## src/rtl/memory_controller_pkg.sv

```systemverilog
// Shared definitions for the instruction-memory pipeline stage: widths, depth and FSM encodings.
// Every stage uses the same handshake names: DIR/data_in/ack_prev upstream, DOR/data_out/ack_from_next downstream.
package memory_controller_pkg;

  localparam int DATA_W = 8;
  localparam int ADDR_W = 8;
  localparam int DEPTH  = 256;
  localparam int CNT_W  = 4;

  typedef enum logic [1:0] {
    IDLE    = 2'd0,
    READ    = 2'd1,
    RESPOND = 2'd2
  } state_t;

endpackage

```

## src/rtl/memory_controller_imem_8x256.sv

```systemverilog
// 256x8 instruction store: synchronous write, asynchronous read; zero-cycle read latency.
// Has no flow control. The write port always succeeds, and a read on a write edge returns the old word.
module imem_8x256
  import memory_controller_pkg::*;
(
  input  logic              clk,
  input  logic              we,
  input  logic [ADDR_W-1:0] waddr,
  input  logic [DATA_W-1:0] wdata,
  input  logic [ADDR_W-1:0] raddr,
  output logic [DATA_W-1:0] rdata
);

  logic [DATA_W-1:0] mem [DEPTH];

  always_ff @(posedge clk) begin
    if (we) mem[waddr] <= wdata;
  end

  assign rdata = mem[raddr];

endmodule

```

## src/rtl/memory_controller.sv

```systemverilog
// Responder stage that accepts a PC, reads the opcode after READ_LATENCY cycles and offers it downstream.
// The opcode is held on DOR until ack_from_next arrives. DIR is ignored until the stage returns to IDLE.
module memory_controller
  import memory_controller_pkg::*;
#(
  parameter int unsigned READ_LATENCY = 2
) (
  input  logic              clk,
  input  logic              reset,
  input  logic              DIR,
  input  logic [ADDR_W-1:0] data_in,
  output logic              ack_prev,
  output logic              DOR,
  output logic [DATA_W-1:0] data_out,
  input  logic              ack_from_next,
  input  logic              load_en,
  input  logic [ADDR_W-1:0] load_addr,
  input  logic [DATA_W-1:0] load_data,
  output logic [7:0]        reads_done
);

  state_t            state, state_nx;
  logic [CNT_W-1:0]  cnt, cnt_nx;
  logic [ADDR_W-1:0] addr, addr_nx;
  logic              ack_nx, dor_nx;
  logic [DATA_W-1:0] dout_nx, mem_rdata;
  logic [7:0]        reads_nx;

  imem_8x256 u_imem (
    .clk   (clk),
    .we    (load_en),
    .waddr (load_addr),
    .wdata (load_data),
    .raddr (addr),
    .rdata (mem_rdata)
  );

  always_ff @(posedge clk or negedge reset) begin
    if (!reset) begin
      state      <= IDLE;
      cnt        <= '0;
      addr       <= '0;
      ack_prev   <= 1'b0;
      DOR        <= 1'b0;
      data_out   <= '0;
      reads_done <= '0;
    end else begin
      state      <= state_nx;
      cnt        <= cnt_nx;
      addr       <= addr_nx;
      ack_prev   <= ack_nx;
      DOR        <= dor_nx;
      data_out   <= dout_nx;
      reads_done <= reads_nx;
    end
  end

  always_comb begin
    state_nx = state;
    cnt_nx   = cnt;
    addr_nx  = addr;
    ack_nx   = 1'b0;
    dor_nx   = DOR;
    dout_nx  = data_out;
    reads_nx = reads_done;
    case (state)
      IDLE: begin
        if (DIR) begin
          addr_nx  = data_in;
          ack_nx   = 1'b1;
          cnt_nx   = CNT_W'(READ_LATENCY);
          state_nx = READ;
        end
      end
      // DIR is still high on the first READ edge; ignoring it here is the guard cycle.
      READ: begin
        cnt_nx = cnt - CNT_W'(1);
        if (cnt == CNT_W'(1)) begin
          dout_nx  = mem_rdata;
          dor_nx   = 1'b1;
          state_nx = RESPOND;
        end
      end
      RESPOND: begin
        if (ack_from_next) begin
          dor_nx   = 1'b0;
          reads_nx = reads_done + 8'd1;
          state_nx = IDLE;
        end
      end
      default: state_nx = IDLE;
    endcase
  end

endmodule

```

## config.mk

```make
export PLATFORM = sky130hd
export DESIGN_NAME = memory_controller
export DESIGN_NICKNAME = d
export VERILOG_FILES = /design/src/rtl/memory_controller_pkg.sv /design/src/rtl/memory_controller_imem_8x256.sv /design/src/rtl/memory_controller.sv
export SDC_FILE = /design/constraint.sdc
export NUM_CORES = 2
export LEC_CHECK = 0
export CAP_MARGIN = 20
export CORE_ASPECT_RATIO = 0.7
export CORE_MARGIN = 10
export CORE_UTILIZATION = 39
export DETAILED_ROUTE_END_ITERATION = 10
export GPL_TIMING_DRIVEN = 0
export HOLD_SLACK_MARGIN = 0.03
export PLACE_DENSITY = 0.66
export SYNTH_ARGS = -nofsm -noshare
export SYNTH_HDL_FRONTEND = slang
export SYNTH_SLANG_ARGS = --single-unit
```

## constraint.sdc

```tcl
create_clock -name clk -period 4.3 [get_ports clk]
set_clock_uncertainty 0.1 [all_clocks]
set_input_delay 0.43 -clock clk [delete_from_list [all_inputs] [get_ports clk]]
set_output_delay 0.43 -clock clk [all_outputs]
set_load 0.01 [all_outputs]
```

Word level (Yosys, flattened, before mapping)

Memories as Yosys holds them, arrays and structs flattened. A register that Yosys moved wholly into a read port is not among the register bits.
Index checks and enable logic that the tools add are counted.

Register bits after elaboration: 24
RAM bits: 2,048
Input bits: 29
Output and inout bits: 18
Logic and storage cells: 38
Memories: 1

Memory list:

| memory     | words | width | rd ports | clocked after Yosys merged registers in | write ports | line                               | RTL |
|---|---|---|---|---|---|---|---|
| u_imem.mem | 256   | 8     | 1        | 1                                       | 1           | memory_controller_imem_8x256.sv:14 | `logic [DATA_W-1:0] mem [DEPTH];` |

Add/subtract/negate cells: 2
Equal/unequal tests: 6
Multiplexer cells: 13
Reduce and logical (&&, ||, !) cells: 10

Operator list:

| cell                                                 | count |
|---|---|
| adder 8 x 1 -> 8 bit (second input constant)         | 1 |
| one-hot mux 4 bit (2 select lines)                   | 1 |
| AND reduction 2 bit                                  | 4 |
| 2-to-1 mux 1 bit                                     | 6 |
| 2-to-1 mux 2 bit                                     | 3 |
| != test 2 bit (second input constant)                | 3 |
| one-hot mux 2 bit (3 select lines)                   | 1 |
| AND reduction 3 bit                                  | 2 |
| equality test 4 x 1 -> 1 bit (second input constant) | 1 |
| 2-to-1 mux 4 bit                                     | 1 |
| nonzero test 2 bit                                   | 2 |
| subtractor 4 x 1 -> 4 bit (second input constant)    | 1 |
| equality test 2 x 1 -> 1 bit (second input constant) | 1 |
| equality test 2 bit (second input constant)          | 1 |
| zero test 2 bit                                      | 1 |
| one-hot mux 1 bit (2 select lines)                   | 1 |
| zero test 1 bit                                      | 1 |

Depth between registers and ports, before layout

Depth after elaboration: 3
Depth in mapped cells: 12
Mapped depth without buffers: 9

By module

Synthesis repeated with hierarchy kept, for this count alone.

Cells, all modules: 3,818
Area total of the unflattened synthesis: 80,703.7 um^2

Modules (own cells, without submodules):

| module            | times used | cells each | area each (um^2) | sequential area each (um^2) |
|---|---|---|---|---|
| imem_8x256        | 1          | 3,725      | 79,396.1         | 61,499.0 |
| memory_controller | 1          | 93         | 1,307.5          | 800.8 |

Worst setup path after synthesis

OpenSTA, ideal clock, no wires.

Kind: register -> register
Start point: reg addr[0]
End point: reg data_out[0], read port of u_imem.mem
Setup time: 124 ps
Arrival time: 2,174 ps
Data required time: 4,076 ps
Setup slack: 1,902 ps
Stages on the path, launching flop included: 11
Buffers on the path: 4
Clock period less this slack: 2,398 ps
Cells stage by stage: dfrtp_1 -> buf_6 -> buf_12 -> buf_6 -> buf_6 -> mux4_2 -> a221oi_1 -> o21ai_0 -> nand3_1 -> nor4_1 -> a211o_1

RTL lines:

| what                     | line                    | RTL |
|---|---|---|
| start: declaration       | memory_controller.sv:24 | `logic [ADDR_W-1:0] addr, addr_nx;` |
| start signal: assignment | memory_controller.sv:50 | `addr <= addr_nx;` |
| end: declaration         | memory_controller.sv:14 | `output logic [DATA_W-1:0] data_out,` |

==> results_dict.tcl <==
set metrics [dict create \
    hp-class "input port to flip-flop" \
    outcome "complete, but fails checks" \
    synth_seq_area_share 0.764 \
    antenna_found_initial 31 \
    fin_ws_ns -0.299 \
    holdPathStages 1 \
    drive_gt1_frac 0.197 \
    cts_made_buffers 190 \
    startpoint "addr[2]" \
    slowest_delay_ns 0.59 \
    post-route-min-period_ns 4.60 \
    synth_nets 4106 \
    ys_ff_latch 2080 \
    clock.fmax_ghz 0.217 \
    insertion_delay_ns 0.89 \
    totalPowerFinal_w 0.0617 \
    ff2ff_setup_slack_ns -0.30 \
    grt.met3_usage 0.159 \
    synth_edf_count 2048 \
    cp_slowest_cell "a211oi_1" \
    min_from "load_data[4]" \
    synth_most_common_cell "edfxtp_1" \
    vias_per_cell 6.52 \
    grt_pass1_vias 43554 \
    synth_area_per_cell_sq_um 20.0 \
    synthesis.area_sq_um 81500 \
    setup_viol 8 \
    initialDrtViolationCount 9394 \
    powerDensity_nw_per_um2 666 \
    clockRootBuffer "clkbuf_16" \
    dpl_cell_area_sq_um 86500 \
    grt_pass1_wl_mm 395 \
    drv_slew 0 \
    fin_nets 4415 \
    via_count 47752 \
    start_kind "flip-flop" \
    clockBufferDepth 4 \
    synth-main-ff-cell "edfxtp_1" \
    timing.rr.start "addr[2]" \
    hpwl_mm 206 \
    crit_path_frequent_cell "buf_4" \
    yosys.area.top_type_share 0.754 \
    h-tree-depth 4 \
    holdPathEnd "u_imem.mem[117][4]" \
    cts.sinks 2080 \
    yosysUniqueCellTypes 74 \
    num_io_pins 47 \
    rows 140 \
    p_leak_nw 29.1 \
    synthArstFlopShare 0.0154 \
    synth_commonest_cells "edfxtp_1 (2048), mux4_2 (345), nor2_1 (316)" \
    port_buffers 41 \
    wl_per_cell_um 41.2 \
    synthToLayoutAreaGrowth_pct 13.6 \
    final_area_sq_um 92600 \
    grt_util_all_layers 0.254 \
    drc 0 \
    firstDrtPassIters 6 \
    cap_violations 0 \
    synth_area_leader_cell "edfxtp_1" \
    rsz0062_at_grt "false" \
    cp.arrival_ns 5.27 \
    end_kind "flip-flop" \
    core-area_sq_um 208000 \
    hold_violations 0 \
    critPathMaxFanout 10 \
    path_cells "buf_4 > buf_4 > buf_2 > buf_4 > clkbuf_1 > buf_8 > clkbuf_2 > buf_12 > nand2_1 > a211oi_1 > nand4_1 > nand3_1" \
    die_w_um 566 \
    use_met2 0.325 \
    max_slew_margin 0.121 \
    cts.clk_slew.worst_paths_ns 0.07 \
    period_share 1.07 \
    irDropWorstVdd_uv 377 \
    violations "setup timing" \
    tightestPinTransition_ns 1.32 \
    grt_max_degree 156 \
    worst-setup-path-type "flip-flop to flip-flop" \
    synth_area_leaders "edfxtp_1 (75%), mux4_2 (9.5%), mux2i_1 (3.8%)" \
    cp.required_ns 4.97 \
    cts_tree "yes" \
    synth_cells 4074 \
    die-area_sq_um 228000 \
    grt_remaining_overflow 0 \
    finalWirelength_mm 301 \
    rr_endpoint "data_out[6]" \
    ant_nets 0 \
    die_y_um 403 \
    grt-busiest-layer "met1" \
    reg2reg_depth 12 \
    initial_core_util 0.392 \
    use_met1 0.341 \
    yosys_warnings 0 \
    gp_congestion 1.02 \
]
## critical path: cells and delay by family, from the launching register on
family                 cells  cell delay (ns)
AND/OR/NAND/NOR            3             0.52
buffers and inverters      8             2.81
flip-flops                 1             0.43
AO/OA/AOI/OAI              1             0.59
## report_power, final
| group | internal (W) | total, W | switching (W) | leakage (nW) |
|---|---|---|---|---|
| registers | 0.0224 | 0.0226 | 0.000166 | 18.8 |
| logic | 0.00672 | 0.0225 | 0.0158 | 7.48 |
| clock network | 0.00905 | 0.0167 | 0.00762 | 2.85 |
## through the flow
step	setup TNS, ns	util	setup slack (ns)	instances	hold WS [ns]
4_1_cts	-0.0112	0.445	-0.0112	7284	0.0378
3_3_place_gp	-9774.26	0.411	-5.10	6884	0.363
2_1_floorplan	0	-	1.90	4074	0.0344
5_1_grt	0	0.445	0.0109	7299	0.0401
3_5_place_dp	-2.05	0.416	-0.430	6949	0.379
6_report	-1.41	0.445	-0.299	7319	0.0247
## sequential cells by signal (all words and copies together) (netlist names)
signal / count
u_imem.mem: 2048
addr: 8
data_out: 8
reads_done: 8
cnt: 4
state: 2
DOR: 1
ack_prev: 1
## layer usage
layer | share of wire | vias up
met5 | 0.0029 | -
met4 | 0.048 | 30
met3 | 0.20 | 761
met2 | 0.38 | 4595
met1 | 0.37 | 24908
li1 | - | 17458
## how the worst max path moves through the flow
stage | endpoint | cells past startpoint | slack [ns]
detailed placement | data_out[1] | 10 | -0.43
global route | data_out[2] | 10 | 0.01
CTS | data_out[3] | 9 | -0.01
finish | data_out[6] | 12 | -0.30
global placement | u_imem.mem[176][4] | 1 | -5.10
floorplan | data_out[0] | 10 | 1.90
## kinds of logic (layout without fill, tap and decap cells)
logic type	Yosys count	in the layout	synth area share
AO/OA/AOI/OAI	435	435	0.0382
XOR/XNOR	7	7	0.000752
adder cells (fa/ha/maj)	3	3	0.000460
buffers and inverters	257	702	0.0220
flip-flops	2080	2080	0.764
multiplexers	691	691	0.142
other	0	31	0
AND/OR/NAND/NOR	601	601	0.0323
## final cells by class
cell class,instances,area [sq um]
flip-flops and latches,2080,62300
multi-input cells,1737,17500
clock buffers,229,4960
clock inverters,99,866
fillers,17515,115000
inverters,8,30.0
repair buffers,121,1590
diodes,31,77.6
plain buffers,245,1800
well taps,2769,3460
## placed cells by master, fill, tap and decap left out, types with 8 or more instances in the layout
cell / instances
clkinv_1: 47
a2111oi_0: 24
buf_1: 10
nand4_1: 17
nor2b_1: 17
mux4_2: 345
clkbuf_16: 193
mux2i_1: 307
a21oi_1: 53
o21ai_0: 38
nand2_1: 125
edfxtp_1: 2048
a211oi_1: 44
nand3_1: 46
buf_12: 11
dfrtp_1: 32
bufinv_16: 14
buf_6: 63
clkbuf_1: 104
clkbuf_4: 10
nor3_1: 17
and2_1: 8
nor2_1: 314
a221oi_1: 23
diode_2: 31
buf_4: 59
a22o_1: 9
o221ai_1: 55
buf_16: 15
buf_2: 44
o22ai_1: 89
clkdlybuf4s50_1: 32
clkbuf_2: 8
buf_8: 37
mux2_2: 18
a22oi_1: 50
clkinv_2: 30
mux4_1: 20
## what timing repair did
action	in CTS	in global routing
hold buffers	6	0
resized for setup	17	17
pin swaps	1	0
endpoints found under the hold margin	111	0
setup buffers	2	0
setup endpoints to repair	7	6
Note: power is estimated with default switching activity, not from simulation.
